==> src/rtl/wash_pkg.sv <==
// Shared types and helpers for the wash sequencer: state encoding, phase ids
// and the rinse-count clamp.
package wash_pkg;

    typedef enum logic [2:0] {
        StIdle   = 3'd0,
        StWash   = 3'd1,
        StRinse  = 3'd2,
        StSpin   = 3'd3,
        StDone   = 3'd4,
        StPaused = 3'd5,
        StFault  = 3'd6
    } wash_state_e;

    // Phase ids remembered across a pause; PhaseDone covers a pause that
    // lands on the final SPIN cycle.
    localparam logic [1:0] PhaseWash  = 2'd0;
    localparam logic [1:0] PhaseRinse = 2'd1;
    localparam logic [1:0] PhaseSpin  = 2'd2;
    localparam logic [1:0] PhaseDone  = 2'd3;

    function automatic wash_state_e phase_state(input logic [1:0] phase);
        case (phase)
            PhaseWash:  return StWash;
            PhaseRinse: return StRinse;
            PhaseSpin:  return StSpin;
            default:    return StDone;
        endcase
    endfunction

    // 0 means "at least one pass"; requests above the maximum are clamped.
    function automatic int unsigned clamp_rinses(input int unsigned req,
                                                 input int unsigned max_rinses);
        if (req == 0) begin
            return 1;
        end else if (req > max_rinses) begin
            return max_rinses;
        end else begin
            return req;
        end
    endfunction

endpackage

==> src/rtl/phase_timer.sv <==
// Loadable down-counter that times one wash phase; done flags a zero count.
module phase_timer #(
    parameter int unsigned CNT_W = 16
) (
    input  logic             clk,
    input  logic             reset,
    input  logic             load_i,
    input  logic [CNT_W-1:0] load_val_i,
    input  logic             hold_i,
    output logic             done_o
);

    logic [CNT_W-1:0] count_q, count_d;

    // Load wins over counting; the count never wraps below zero.
    always_comb begin
        count_d = count_q;
        if (load_i) begin
            count_d = load_val_i;
        end else if (!hold_i && count_q != '0) begin
            count_d = count_q - CNT_W'(1);
        end
    end

    // Count register with synchronous reset.
    always_ff @(posedge clk) begin
        if (reset) begin
            count_q <= '0;
        end else begin
            count_q <= count_d;
        end
    end

    assign done_o = (count_q == '0);

endmodule

==> src/rtl/wash_sequencer.sv <==
// Washer cycle sequencer: WASH -> N x RINSE -> SPIN -> DONE with pause,
// abort and sensor-loss fault handling. Outputs are Moore decodes.
module wash_sequencer
    import wash_pkg::*;
#(
    parameter int unsigned CNT_W        = 16,
    parameter int unsigned WASH_CYCLES  = 100,
    parameter int unsigned RINSE_CYCLES = 60,
    parameter int unsigned SPIN_CYCLES  = 40,
    parameter int unsigned MAX_RINSES   = 3,
    parameter int unsigned RC_W         = 3
) (
    input  logic            clk,
    input  logic            reset,
    input  logic            start,
    input  logic            pause,
    input  logic            abort,
    input  logic            water_ready,
    input  logic            temp_ready,
    input  logic            load_ready,
    input  logic [RC_W-1:0] rinse_count,
    output logic            wash_enable,
    output logic            rinse_enable,
    output logic            spin_enable,
    output logic            complete,
    output logic            fault,
    output logic            busy,
    output logic [2:0]      state
);

    localparam int unsigned TGT_W = (MAX_RINSES < 2) ? 1 : $clog2(MAX_RINSES + 1);

    localparam logic [CNT_W-1:0] WashLoad  = CNT_W'(WASH_CYCLES - 1);
    localparam logic [CNT_W-1:0] RinseLoad = CNT_W'(RINSE_CYCLES - 1);
    localparam logic [CNT_W-1:0] SpinLoad  = CNT_W'(SPIN_CYCLES - 1);

    localparam longint CntLimit = longint'(1) << CNT_W;

    if (WASH_CYCLES == 0 || RINSE_CYCLES == 0 || SPIN_CYCLES == 0 ||
        longint'(WASH_CYCLES) >= CntLimit || longint'(RINSE_CYCLES) >= CntLimit ||
        longint'(SPIN_CYCLES) >= CntLimit || MAX_RINSES == 0) begin : g_bad_cfg
        $error("wash_sequencer: phase durations must be in 1..2^CNT_W-1, MAX_RINSES >= 1");
    end

    wash_state_e      state_q, state_d;
    logic [1:0]       ret_q, ret_d;
    logic [TGT_W-1:0] target_q, target_d;
    logic [TGT_W-1:0] rinse_done_q, rinse_done_d;
    logic [1:0]       adv_phase;
    logic             tmr_load, tmr_hold, tmr_done;
    logic [CNT_W-1:0] tmr_val;
    logic             ready_all;

    assign ready_all = water_ready & temp_ready & load_ready;

    phase_timer #(
        .CNT_W (CNT_W)
    ) u_phase_timer (
        .clk        (clk),
        .reset      (reset),
        .load_i     (tmr_load),
        .load_val_i (tmr_val),
        .hold_i     (tmr_hold),
        .done_o     (tmr_done)
    );

    // Next-state, timer control and rinse bookkeeping.
    always_comb begin
        state_d      = state_q;
        ret_d        = ret_q;
        target_d     = target_q;
        rinse_done_d = rinse_done_q;
        adv_phase    = PhaseWash;
        tmr_load     = 1'b0;
        tmr_val      = '0;
        tmr_hold     = 1'b1;
        case (state_q)
            StIdle: begin
                if (start && ready_all) begin
                    state_d      = StWash;
                    tmr_load     = 1'b1;
                    tmr_val      = WashLoad;
                    target_d     = TGT_W'(clamp_rinses(32'(rinse_count), MAX_RINSES));
                    rinse_done_d = '0;
                end
            end
            StWash, StRinse, StSpin: begin
                if (abort) begin
                    state_d = StIdle;
                end else if (state_q != StSpin && !water_ready) begin
                    state_d = StFault;
                end else begin
                    // This cycle counts toward the phase even if a pause follows;
                    // the phase advance it triggers is what a pause resumes into.
                    tmr_hold = 1'b0;
                    case (state_q)
                        StWash:  adv_phase = PhaseWash;
                        StRinse: adv_phase = PhaseRinse;
                        default: adv_phase = PhaseSpin;
                    endcase
                    if (tmr_done) begin
                        case (state_q)
                            StWash: begin
                                adv_phase = PhaseRinse;
                                tmr_load  = 1'b1;
                                tmr_val   = RinseLoad;
                            end
                            StRinse: begin
                                tmr_load = 1'b1;
                                if (({1'b0, rinse_done_q} + (TGT_W+1)'(1)) < {1'b0, target_q}) begin
                                    adv_phase    = PhaseRinse;
                                    tmr_val      = RinseLoad;
                                    rinse_done_d = rinse_done_q + TGT_W'(1);
                                end else begin
                                    adv_phase = PhaseSpin;
                                    tmr_val   = SpinLoad;
                                end
                            end
                            default: adv_phase = PhaseDone;
                        endcase
                    end
                    if (pause) begin
                        state_d = StPaused;
                        ret_d   = adv_phase;
                    end else begin
                        state_d = phase_state(adv_phase);
                    end
                end
            end
            StPaused: begin
                if (abort) begin
                    state_d = StIdle;
                end else if (!pause) begin
                    state_d = phase_state(ret_q);
                end
            end
            StDone:  state_d = StIdle;
            StFault: begin
                if (abort) begin
                    state_d = StIdle;
                end
            end
            default: state_d = StIdle;
        endcase
    end

    // State and bookkeeping registers with synchronous reset.
    always_ff @(posedge clk) begin
        if (reset) begin
            state_q      <= StIdle;
            ret_q        <= PhaseWash;
            target_q     <= '0;
            rinse_done_q <= '0;
        end else begin
            state_q      <= state_d;
            ret_q        <= ret_d;
            target_q     <= target_d;
            rinse_done_q <= rinse_done_d;
        end
    end

    assign wash_enable  = (state_q == StWash);
    assign rinse_enable = (state_q == StRinse);
    assign spin_enable  = (state_q == StSpin);
    assign complete     = (state_q == StDone);
    assign fault        = (state_q == StFault);
    assign busy         = (state_q != StIdle);
    assign state        = state_q;

endmodule
==> config.mk <==
export PLATFORM = sky130hd
export DESIGN_NAME = wash_sequencer
export DESIGN_NICKNAME = d
export VERILOG_FILES = /design/src/rtl/wash_pkg.sv /design/src/rtl/phase_timer.sv /design/src/rtl/wash_sequencer.sv
export SDC_FILE = /design/constraint.sdc
export NUM_CORES = 1
export LEC_CHECK = 0
export ABC_CLOCK_PERIOD_IN_PS = 3400
export BUFFER_PORTS_ARGS = -buffer_cell sky130_fd_sc_hd__buf_2
export CORE_MARGIN = 3
export CORE_UTILIZATION = 30
export CTS_CLUSTER_DIAMETER = 30
export CTS_CLUSTER_SIZE = 8
export DETAILED_ROUTE_END_ITERATION = 10
export HOLD_SLACK_MARGIN = 0.08
export RECOVER_POWER = 100
export SETUP_SLACK_MARGIN = 0.4
export SLEW_MARGIN = 0
export SYNTH_ARGS = -nofsm -noshare
export SYNTH_HDL_FRONTEND = slang
export SYNTH_SLANG_ARGS = --single-unit
==> constraint.sdc <==
create_clock -name clk -period 3.4 [get_ports clk]
set_input_delay 0.34 -clock clk [delete_from_list [all_inputs] [get_ports clk]]
set_output_delay 0.34 -clock clk [all_outputs]
set_load 0.005 [all_outputs]
Yosys cells after proc, flatten, opt, wreduce, memory -nomap -nowiden
Cells that the tools add are included.
{ "totals": {"ff_bits": 25, "latch_bits": 0, "ramBits": 0, "rom_bits": 0, "in_bits": 11, "output_inout_bits": 9, "elab_cells": 97, "mem_count": 0} }
{ "op_classes": {"n_addsub": 3, "multipliers": 0, "div": 0, "n_lt_le_gt_ge": 2, "eq_ne": 19, "n_shift": 0, "mux": 44, "n_bitwise": 4, "reduce_logical": 20} }
{ "op_table": {"columns": ["operator", "count"], "rows": [
  ["$mux W16", 2],
  ["$mux W2", 13],
  ["$mux W3", 7],
  ["$mux W6", 3],
  ["$pmux W3 S3", 2],
  ["$logic_not A16 Y1", 1],
  ["$reduce_bool A16 Y1", 1],
  ["$sub A16 B1 Y16 const B", 1],
  ["$ne A2 B2 Y1 const B", 7],
  ["$pmux W7 S2", 1],
  ["$pmux W2 S2", 3],
  ["$pmux W3 S4", 1],
  ["$pmux W6 S2", 1],
  ["$eq A3 B3 Y1 const B", 3],
  ["$mux W1", 8],
  ["$mux W7", 1],
  ["$reduce_and A7 Y1", 1],
  ["$eq A3 B2 Y1 const B", 2],
  ["$logic_not A3 Y1", 2],
  ["$mux W5", 1],
  ["$eq A2 B1 Y1 const B", 2],
  ["$eq A2 B2 Y1 const B", 2],
  ["$logic_not A2 Y1", 2],
  ["$reduce_and A4 Y1", 1],
  ["18 further kinds", 24]
]} }

Longest topological paths before layout
Gate-level depths: netlist of run 1.
{ "depth": {"word_depth": 14, "depth_mapped": 11, "depth_no_buf": 11} }

Modules after synthesis
Synthesis of run 1 repeated with hierarchy kept, for this count alone.
{ "unflattened": {"hier_cells": 224, "area_unflattened_um2": 1839.3} }
{ "by_module_without_submodules": {"columns": ["module", "n_inst", "cells_per_inst", "area_each_um2", "seq_area_each_um2"], "rows": [
  ["phase_timer", 1, 127, 1053.5, 320.3],
  ["wash_sequencer", 1, 97, 785.8, 180.2]
]} }

Worst setup path after synthesis of run 1
No wires, ideal clock.
{ "synth_path": {"path_type": "register to register", "from": "register u_phase_timer.count_q[5]", "to": "register state_q[2], in the netlist state[2]", "setup_ps": 115, "arrival_ps": 2255, "t_required_ps": 3285, "setup_slack_ps": 1031, "path_stages_with_launch": 10, "n_path_buf": 1, "synth_period_minus_slack_ps": 2369, "cell_sequence": "dfxtp_1 buf_6 nor4_1 nand4_1 o311ai_2 ha_1 a21oi_1 o21bai_1 a21oi_1 a2111oi_0"} }
{ "synth_via": {"elab_chain_cells": 11, "elab_cells_between_ends": 13, "classes_between": "eq/ne (2); mux (9); reduce/logical (2)"} }
{ "synth_rtl": {"columns": ["element", "line", "rtl"], "rows": [
  ["start, declared", "phase_timer.sv:13", "logic [CNT_W-1:0] count_q, count_d;"],
  ["start signal, assigned", "phase_timer.sv:30", "count_q <= count_d;"],
  ["$logic_not A16 Y1 *", "phase_timer.sv:34", "assign done_o = (count_q == '0);"],
  ["$mux W2 *", "wash_sequencer.sv:101", "if (tmr_done) begin"],
  ["$mux W2 *", "wash_sequencer.sv:90", "end else if (state_q != StSpin && !water_ready) begin"],
  ["$mux W2 *", "wash_sequencer.sv:88", "if (abort) begin"],
  ["$mux W2 *", "wash_sequencer.sv:77", "case (state_q)"],
  ["$eq A2 B2 Y1 (tied with other cells)", "wash_pkg.sv:23", "case (phase)"],
  ["$pmux W3 S3 *", "wash_pkg.sv:23", null],
  ["$mux W3 *", "wash_sequencer.sv:122", "if (pause) begin"],
  ["$mux W3 *", "wash_sequencer.sv:90", null],
  ["$mux W3 *", "wash_sequencer.sv:88", null],
  ["$pmux W3 S4 *", "wash_sequencer.sv:77", null],
  ["end signal, assigned", "wash_sequencer.sv:150", "state_q <= StIdle;"],
  ["end signal, assigned", "wash_sequencer.sv:155", "state_q <= state_d;"],
  ["end, declared", "wash_sequencer.sv:45", "wash_state_e state_q, state_d;"]
]} }
Every way passes the cells marked *; elsewhere a longest branch is shown, timed or not. The select of a mux whose other input is x is not followed.
A chain may end at the register's enable or synchronous reset.

Worst setup path in the final report of run 1
Same ends and word-level chain as after synthesis.

==> results of run 1 <==
==> worst paths after layout <==
path	slack (ps)	end	startpoint
worst max-delay path	710	state[2]$_SDFFE_PP0P_	u_phase_timer.count_q[5]$_SDFFE_PP0P_
worst min-delay path	280	target_q[0]$_SDFFE_PP0P_	rinse_count[1]
worst max register to register	710	state[2]$_SDFFE_PP0P_	u_phase_timer.count_q[5]$_SDFFE_PP0P_
worst min register to register	500	ret_q[0]$_SDFFE_PP0P_	ret_q[0]$_SDFFE_PP0P_
==> logic make-up (layout without fill, tap and decap cells) <==
logic type | Yosys count | count (layout) | synth area share (%)
compound gates | 49 | 49 | 20.6
flops | 25 | 25 | 32.3
fa+ha+maj | 7 | 7 | 5.97
xor+xnor | 8 | 8 | 4.52
buf+inv | 17 | 35 | 4.68
simple gates | 93 | 93 | 31.9
==> cell type report <==
cell class	count	area (µm²)	share of cell area [%]
multi-input combinational	157	965	55.5
clock inverter	1	7.51	0.432
clock buffer	3	41.3	2.38
sequential	25	500	28.8
tap	67	83.8	4.83
inverter	11	41.3	2.38
timing repair buffer	20	97.6	5.62
==> routing by layer <==
metal / track usage [%] / wire (µm)
met4: 2.27 / 18
met1: 17.8 / 1870
met2: 21.8 / 1690
met3: 2.90 / 158
met5: 0 / 0
==> cell usage in the layout, fill, tap and decap left out, types with 2 or more instances in the layout <==
master    count
ha_1          5
xnor2_1       3
o41ai_1       3
o21bai_1      2
or3_1         4
a211oi_1      3
o21ai_0       7
or4_4         2
nor3b_1       2
or4_1         3
buf_2        13
nor4_1        4
nand2_1      18
o31ai_1       2
dfxtp_1      25
clkbuf_1      4
clkbuf_8      3
nand2b_1      4
nand3_1       5
xor2_1        5
clkbuf_2      2
inv_1        11
nor3_1        8
a41oi_1       2
nor2_1       28
nand4_1       5
a31oi_1       4
a21oi_1      18
==> synth_stat cells (all sizes together), types with 2 or more instances <==
| cell type | n | area share [%] |
|---|---|---|
| a41oi | 2 | 1.1 |
| a31oi | 4 | 1.6 |
| xor2 | 5 | 2.8 |
| a211oi | 3 | 1.5 |
| ha | 5 | 4.0 |
| nand4 | 5 | 2.0 |
| nor4 | 4 | 1.6 |
| nor2 | 28 | 6.8 |
| buf | 2 | 1.0 |
| clkbuf | 4 | 0.97 |
| nor3b | 2 | 0.97 |
| a21oi | 18 | 5.8 |
| xnor2 | 3 | 1.7 |
| or4 | 5 | 2.9 |
| dfxtp | 25 | 32 |
| nand2b | 4 | 1.6 |
| a2111oi | 2 | 1.2 |
| and4 | 2 | 1.3 |
| o41ai | 3 | 1.7 |
| nand2 | 18 | 4.4 |
| o21bai | 2 | 0.97 |
| o21ai | 7 | 2.3 |
| nor3 | 8 | 2.6 |
| o31ai | 2 | 0.97 |
| inv | 11 | 2.7 |
| nand3 | 5 | 1.6 |
| or3 | 5 | 2.3 |
==> through the flow <==
| stage | setup WS [ps] | utilization, % | instances | hold WS [ps] |
|---|---|---|---|---|
| after floorplan | 1030 | - | 199 | 412 |
| after global placement | 965 | 35.2 | 280 | 476 |
| after detailed placement | 964 | 35.2 | 280 | 482 |
| after CTS | 919 | 36.2 | 284 | 266 |
| after global routing | 583 | 35.8 | 284 | 286 |
| final | 710 | 35.8 | 284 | 276 |
==> critical path, delay by kind of cell, from the launching register on <==
family / cells / cell delay, ps
adders and majority gates: 1 / 270
and+or+nand+nor: 2 / 720
DFF: 1 / 420
AOI/OAI and AO/OA: 5 / 1170
==> flip-flops by register name, indices dropped and copies added (netlist names) <==
name,flops
state,3
ret_q,2
target_q,2
u_phase_timer.count_q,16
rinse_done_q,2
==> power by group through the flow <==
stage	logic, W	registers [W]	clock network (W)
after CTS	0.000126	0.000310	0.000197
after global routing	0.000142	0.000312	0.000207
final	0.000124	0.000310	0.000189
after floorplan	0.0000914	0.000312	0
after detailed placement	0.000125	0.000317	0
after global placement	0.000125	0.000317	0
==> impl_results.md, run 1 <==
* Status: completed
* Routed Antenna Nets at 0
* Gate Count Post-Synth at 199
* Setup TNS at 0 ps
* Post-CTS Hold Buffers at 0
* DIE HEIGHT at 77.9 µm
* Vias at 1,512
* Largest net degree at the start of global routing at 16
* Drt via density at 5.32
* Post-route minimum period at 2690 ps
* GRT Total Usage at 13.2%
* Worst-path fanout max at 9
* WL/cell at 13.2 µm
* Layout area overhead at 11.9%
* Max incr delay on CP at 540 ps
* Slowest-stage cell, CP: o311ai_0
* Worst-Margin Slew at 846 ps
* Max Freq at 0.372 GHz
* Design Power at 0.000623 W
* Number of placed I/O pins at 20
* RSZ-0062 raised after global routing: false
* Worst-case reg-to-reg path depth at 8
* Root buffer cell: clkbuf_8
* FFs w/ async S/R, synth at 0%
* # DRC at 0
* Power density over cell area at 359 nW/µm²
* Fill cell count at 535
* Crit path cell chain: nor4_1 > nand4_1 > o311ai_0 > ha_1 > a21oi_1 > o21bai_1 > a21oi_1 > a2111oi_0
* Mapped Area at 1550 µm²
* Fin nets at 235
* CTS resizes at 0
* Fin. Hold Viols at 0
* Most used DFF post-synth: dfxtp_1
* Sequential element share of the synthesized area at 32.3%
* Die area at 6070 µm²
* Die span in x at 77.9 µm
* Syn_area_per_cell at 7.80 µm²
* Skew-Pair Late Insertion Delay at 280 ps
* Critical path required time at 3560 ps
* Clock power frac at 30.3%
* Peak VDD IR at 0.000172 V
* Clk_skew at 8.54 ps
* Number of port buffers at 19
* Final setup viols at 0
* FP Rows at 25
* Starting Density at 32.0%
* Clk sinks at 25
* Iter 0 DRT Violations at 70
* H-tree levels at 1
* N_diodes at 0
* Static Leak at 0.662 nW
* Gpl congestion at 0.875
* Vias in the first global route at 1,400
* CP endpoint kind: register
* Comb power frac at 19.9%
* Post-Syn Nets at 216
* DRT Wirelength at 3.74 mm
* Layout cells sized above 1 at 12.0%
* Core region area at 4850 µm²
* EDFF count, synth at 0
* Yosys cell types at 47
* Clk buf depth at 2
* YS warnings at 0
* Cell Area, Placed at 1710 µm²
* Grt total ovfl at 0
* Pre-antenna DRT Iters at 4
* CTS tree: yes
* Initial antenna violation count at 0
* Seq cells post-synth at 25
* WHS Path Cells at 2
* CP Launch Type: register
* Total CTS buffers at 3
* Reg clk slew, reported paths at 100 ps
* Hold WC Path Type: primary input to register
* Slew HR at 42.8%
* Finished Cell Area at 1740 µm²
* Sw frac at 30.5%
* Crit path DAT at 2850 ps
* Seq pwr share at 49.8%
* WS Path Type: register to register
* Crit share post-route at 79.1%
* Number of post-CTS setup repair buffers at 0
* Pint at 0.000433 W
* Cell mode on critical path: a21oi_1
* First-pass GRT wire length at 6.59 mm
* Sw Pwr at 0.000190 W
* Max-Cap Viols at 0
* HPWL after DPL at 2.70 mm
* Slew Viols, Final at 0
Note: power is estimated with default switching activity, not from simulation.
==> run 2, diff against run 1 <==
Settings changed: ABC_AREA set to 1, ABC_CLOCK_PERIOD_IN_PS 3400 to 2610.
Clock period 3.4 ns to 2.61 ns, I/O delays scaled along.
==> run 2 against run 1 <==
  * Synthesized area up 20%
  * Clock power rose by 28%
  * First-iteration DRC count grew 50%
  * Global-route usage decreased by 1.1 points
  * Critical path depth is 6 higher
  * Hold slack lost 100 ps
  * Count of clock-buffer cells in the layout rose by 1
  * Critical endpoint is now state[1]$_SDFFE_PP0P_
  * Largest cell class unchanged
==> impl_results.md, run 2 <==
* FFs w/ async S/R, synth at 0% (unchanged)
* Placed Cells at 391 (was 280)
* Largest register by flop count: u_phase_timer.count_q (unchanged)
* FP Rows at 28 (was 25)
* Finished Cell Area at 2090 µm² (was 1740 µm²)
* Hold WC Path Type: primary input to register (unchanged)
* Layout cells sized above 1 at 13.9% (was 12.0%)
* Pre-antenna DRT Iters at 4 (unchanged)
* Max-Cap Viols at 0 (unchanged)
* Worst-Margin Slew at 513 ps (was 846 ps)
* Iter 0 DRT Violations at 105 (was 70)
* Post-route minimum period at 2130 ps (was 2690 ps)
* Core region area at 5960 µm² (was 4850 µm²)
* N_diodes at 0 (unchanged)
* Clk_skew at 4.33 ps (was 8.54 ps)
* Starting Density at 31.3% (was 32.0%)
* Skew-Pair Late Insertion Delay at 280 ps (about the same)
* First-pass GRT wire length at 7.37 mm (was 6.59 mm)
* Top-area cell type share of the netlist area at 26.8% (was 32.3%)
* GRT Total Usage at 12.1% (was 13.2%)
* Cell accounting for the most synthesized area: dfxtp_1 (unchanged)
* Largest net degree at the start of global routing at 24 (was 16)
* DRT Wirelength at 4.30 mm (was 3.74 mm)
* Crit path DAT at 2340 ps (was 2850 ps)
* Syn_area_per_cell at 6.15 µm² (was 7.80 µm²)
* Power density over cell area at 412 nW/µm² (was 359 nW/µm²)
* Post-CTS Hold Buffers at 0 (unchanged)
* Commonest non-fill, non-tap cell in the layout: nand2_1 (was nor2_1)
* Final non-filler cell total at 398 (was 284)
* YS warnings at 0 (unchanged)
* WS Path Type: register to register (unchanged)
* Most frequent cell after synthesis: nand2_1 (was nor2_1)
* Slew HR at 65.7% (was 42.8%)
* Yosys cell types at 28 (was 47)
* Static Leak at 1.09 nW (was 0.662 nW)
* CP Launch Type: register (unchanged)
* Number of placed I/O pins at 20 (unchanged)
* Final setup viols at 0 (unchanged)
* Vias in the first global route at 1,694 (was 1,400)
* Clk sinks at 25 (unchanged)
* Number of port buffers at 19 (unchanged)
* Fin nets at 341 (was 235)
* Drt via density at 4.73 (was 5.32)
* Layout area overhead at 12.1% (was 11.9%)
* Max Freq at 0.469 GHz (was 0.372 GHz)
* Commonest cells after routing, fill and taps aside: nand2_1, nor2_1, inv_1 (was nor2_1, dfxtp_1, nand2_1, a21oi_1, buf_2)
* Commonest cells in the netlist: nand2_1, nor2_1, inv_1 (was nor2_1, dfxtp_1, a21oi_1, nand2_1, inv_1)
* Clk buf depth at 2 (unchanged)
* Post-Syn Nets at 320 (was 216)
* Seq cells post-synth at 25 (unchanged)
* HPWL after DPL at 3.22 mm (was 2.70 mm)
* Slew Viols, Final at 0 (unchanged)
* Critical path required time at 2820 ps (was 3560 ps)
* # DRC at 0 (unchanged)
* Fill cell count at 674 (was 535)
* Gpl congestion at 0.792 (was 0.875)
* Hold slack at 172 ps (was 276 ps)
* Status: completed (unchanged)
* Reg clk slew, reported paths at 90 ps (was 100 ps)
* Post-Route Utilization at 35.1% (was 35.8%)
* Die span in x at 84.8 µm (was 77.9 µm)
* Max FFs per register at 16 (unchanged)
* Setup TNS at 0 ps (unchanged)
* Peak VDD IR at 0.000210 V (was 0.000172 V)
* DIE HEIGHT at 84.8 µm (was 77.9 µm)
* Die area at 7200 µm² (was 6070 µm²)
* Gate Count Post-Synth at 303 (was 199)
* Worst-path fanout max at 3 (was 9)
* Grt total ovfl at 0 (unchanged)
* Mapped Area at 1860 µm² (was 1550 µm²)
* Largest cells by area after synthesis: dfxtp_1, nand2_1, nand3_1 (was dfxtp_1, nor2_1, a21oi_1)
* Total CTS buffers at 3 (unchanged)
* Cell Area, Placed at 2000 µm² (was 1710 µm²)
* Crit share post-route at 81.7% (was 79.1%)
* Most used DFF post-synth: dfxtp_1 (unchanged)
* Vias at 1,883 (was 1,512)
* CP endpoint kind: register (unchanged)
* CTS tree: yes (unchanged)
* RSZ-0062 raised after global routing: true (was false)
* Fin. Hold Viols at 0 (unchanged)
* EDFF count, synth at 0 (unchanged)
* WL/cell at 10.8 µm (was 13.2 µm)
* H-tree levels at 1 (unchanged)
* Sequential element share of the synthesized area at 26.8% (was 32.3%)
* Root buffer cell: clkbuf_8 (unchanged)
* Routed Antenna Nets at 0 (unchanged)
* Initial antenna violation count at 0 (unchanged)
## run 2: power breakdown
part | switching, W | internal [W] | total (W)
combinational | 0.000140 | 0.0000825 | 0.000223
sequential | 0.00000820 | 0.000388 | 0.000397
clock | 0.000132 | 0.000110 | 0.000241
total | 0.000280 | 0.000580 | 0.000861
## run 2: final timing paths
kind | cells past startpoint | start | endpoint | slack [ps]
setup / recovery | 14 | target_q[1]$_SDFFE_PP0P_ | state[1]$_SDFFE_PP0P_ | 480
hold / removal | 2 | rinse_count[1] | target_q[0]$_SDFFE_PP0P_ | 170
setup reg to reg | 14 | target_q[1]$_SDFFE_PP0P_ | state[1]$_SDFFE_PP0P_ | 480
hold reg to reg | 2 | target_q[1]$_SDFFE_PP0P_ | target_q[1]$_SDFFE_PP0P_ | 480
## run 2: metal layers
layer  share of wire, %  vias up  global-route usage (%)
li1                   -      999                       -
met1                 48      853                    15.7
met2                 48       26                    20.9
met3                2.5        5                    1.17
met4                1.4        0                    4.17
met5                  0        -                       0
## run 2: logic make-up (layout without fill, tap and decap cells)
logic type,count (synthesis),after routing,share of synthesized area [%]
and+or+nand+nor,181,181,44.0
buffers and inverters,52,72,12.4
AOI/OAI and AO/OA,31,31,8.52
DFF,25,25,26.8
xor gates and xnor gates,8,8,3.76
adders and majority gates,6,6,4.43
## run 2: worst max-delay path: stages (launching register included)
cell and delay [ps]:
dfxtp_2 330, inv_2 40, fa_1 530, nand3b_1 80
nand2_1 130, nand2_1 90, nand3_1 110, nand2_2 90
ha_4 260, nand2_2 30, nand2_1 50, nand3_1 60
nand2_1 80, nand2_1 50, a21oi_1 140
## run 2: cell type report
class | instances | area [µm²] | share of cell area (%)
multi-input cells | 226 | 1150 | 54.9
flip-flops and latches | 25 | 505 | 24.2
inverters | 46 | 183 | 8.74
repair buffers | 22 | 116 | 5.57
well taps | 75 | 93.8 | 4.49
clock buffers | 4 | 45.0 | 2.16
## run 2: stage by stage
stage / power, W / setup slack [ps]
global placement: 0.000609 / 466
finish: 0.000861 / 477
CTS: 0.000854 / 481
floorplan: 0.000570 / 656
global route: 0.000922 / 288
detailed placement: 0.000610 / 397
## run 2: repair_timing
action                                 CTS  global route
pin swaps                                0            11
endpoints found under the hold margin    0             0
setup endpoints to repair                1             2
gates resized for setup                  1            15
setup buffers                            0             3
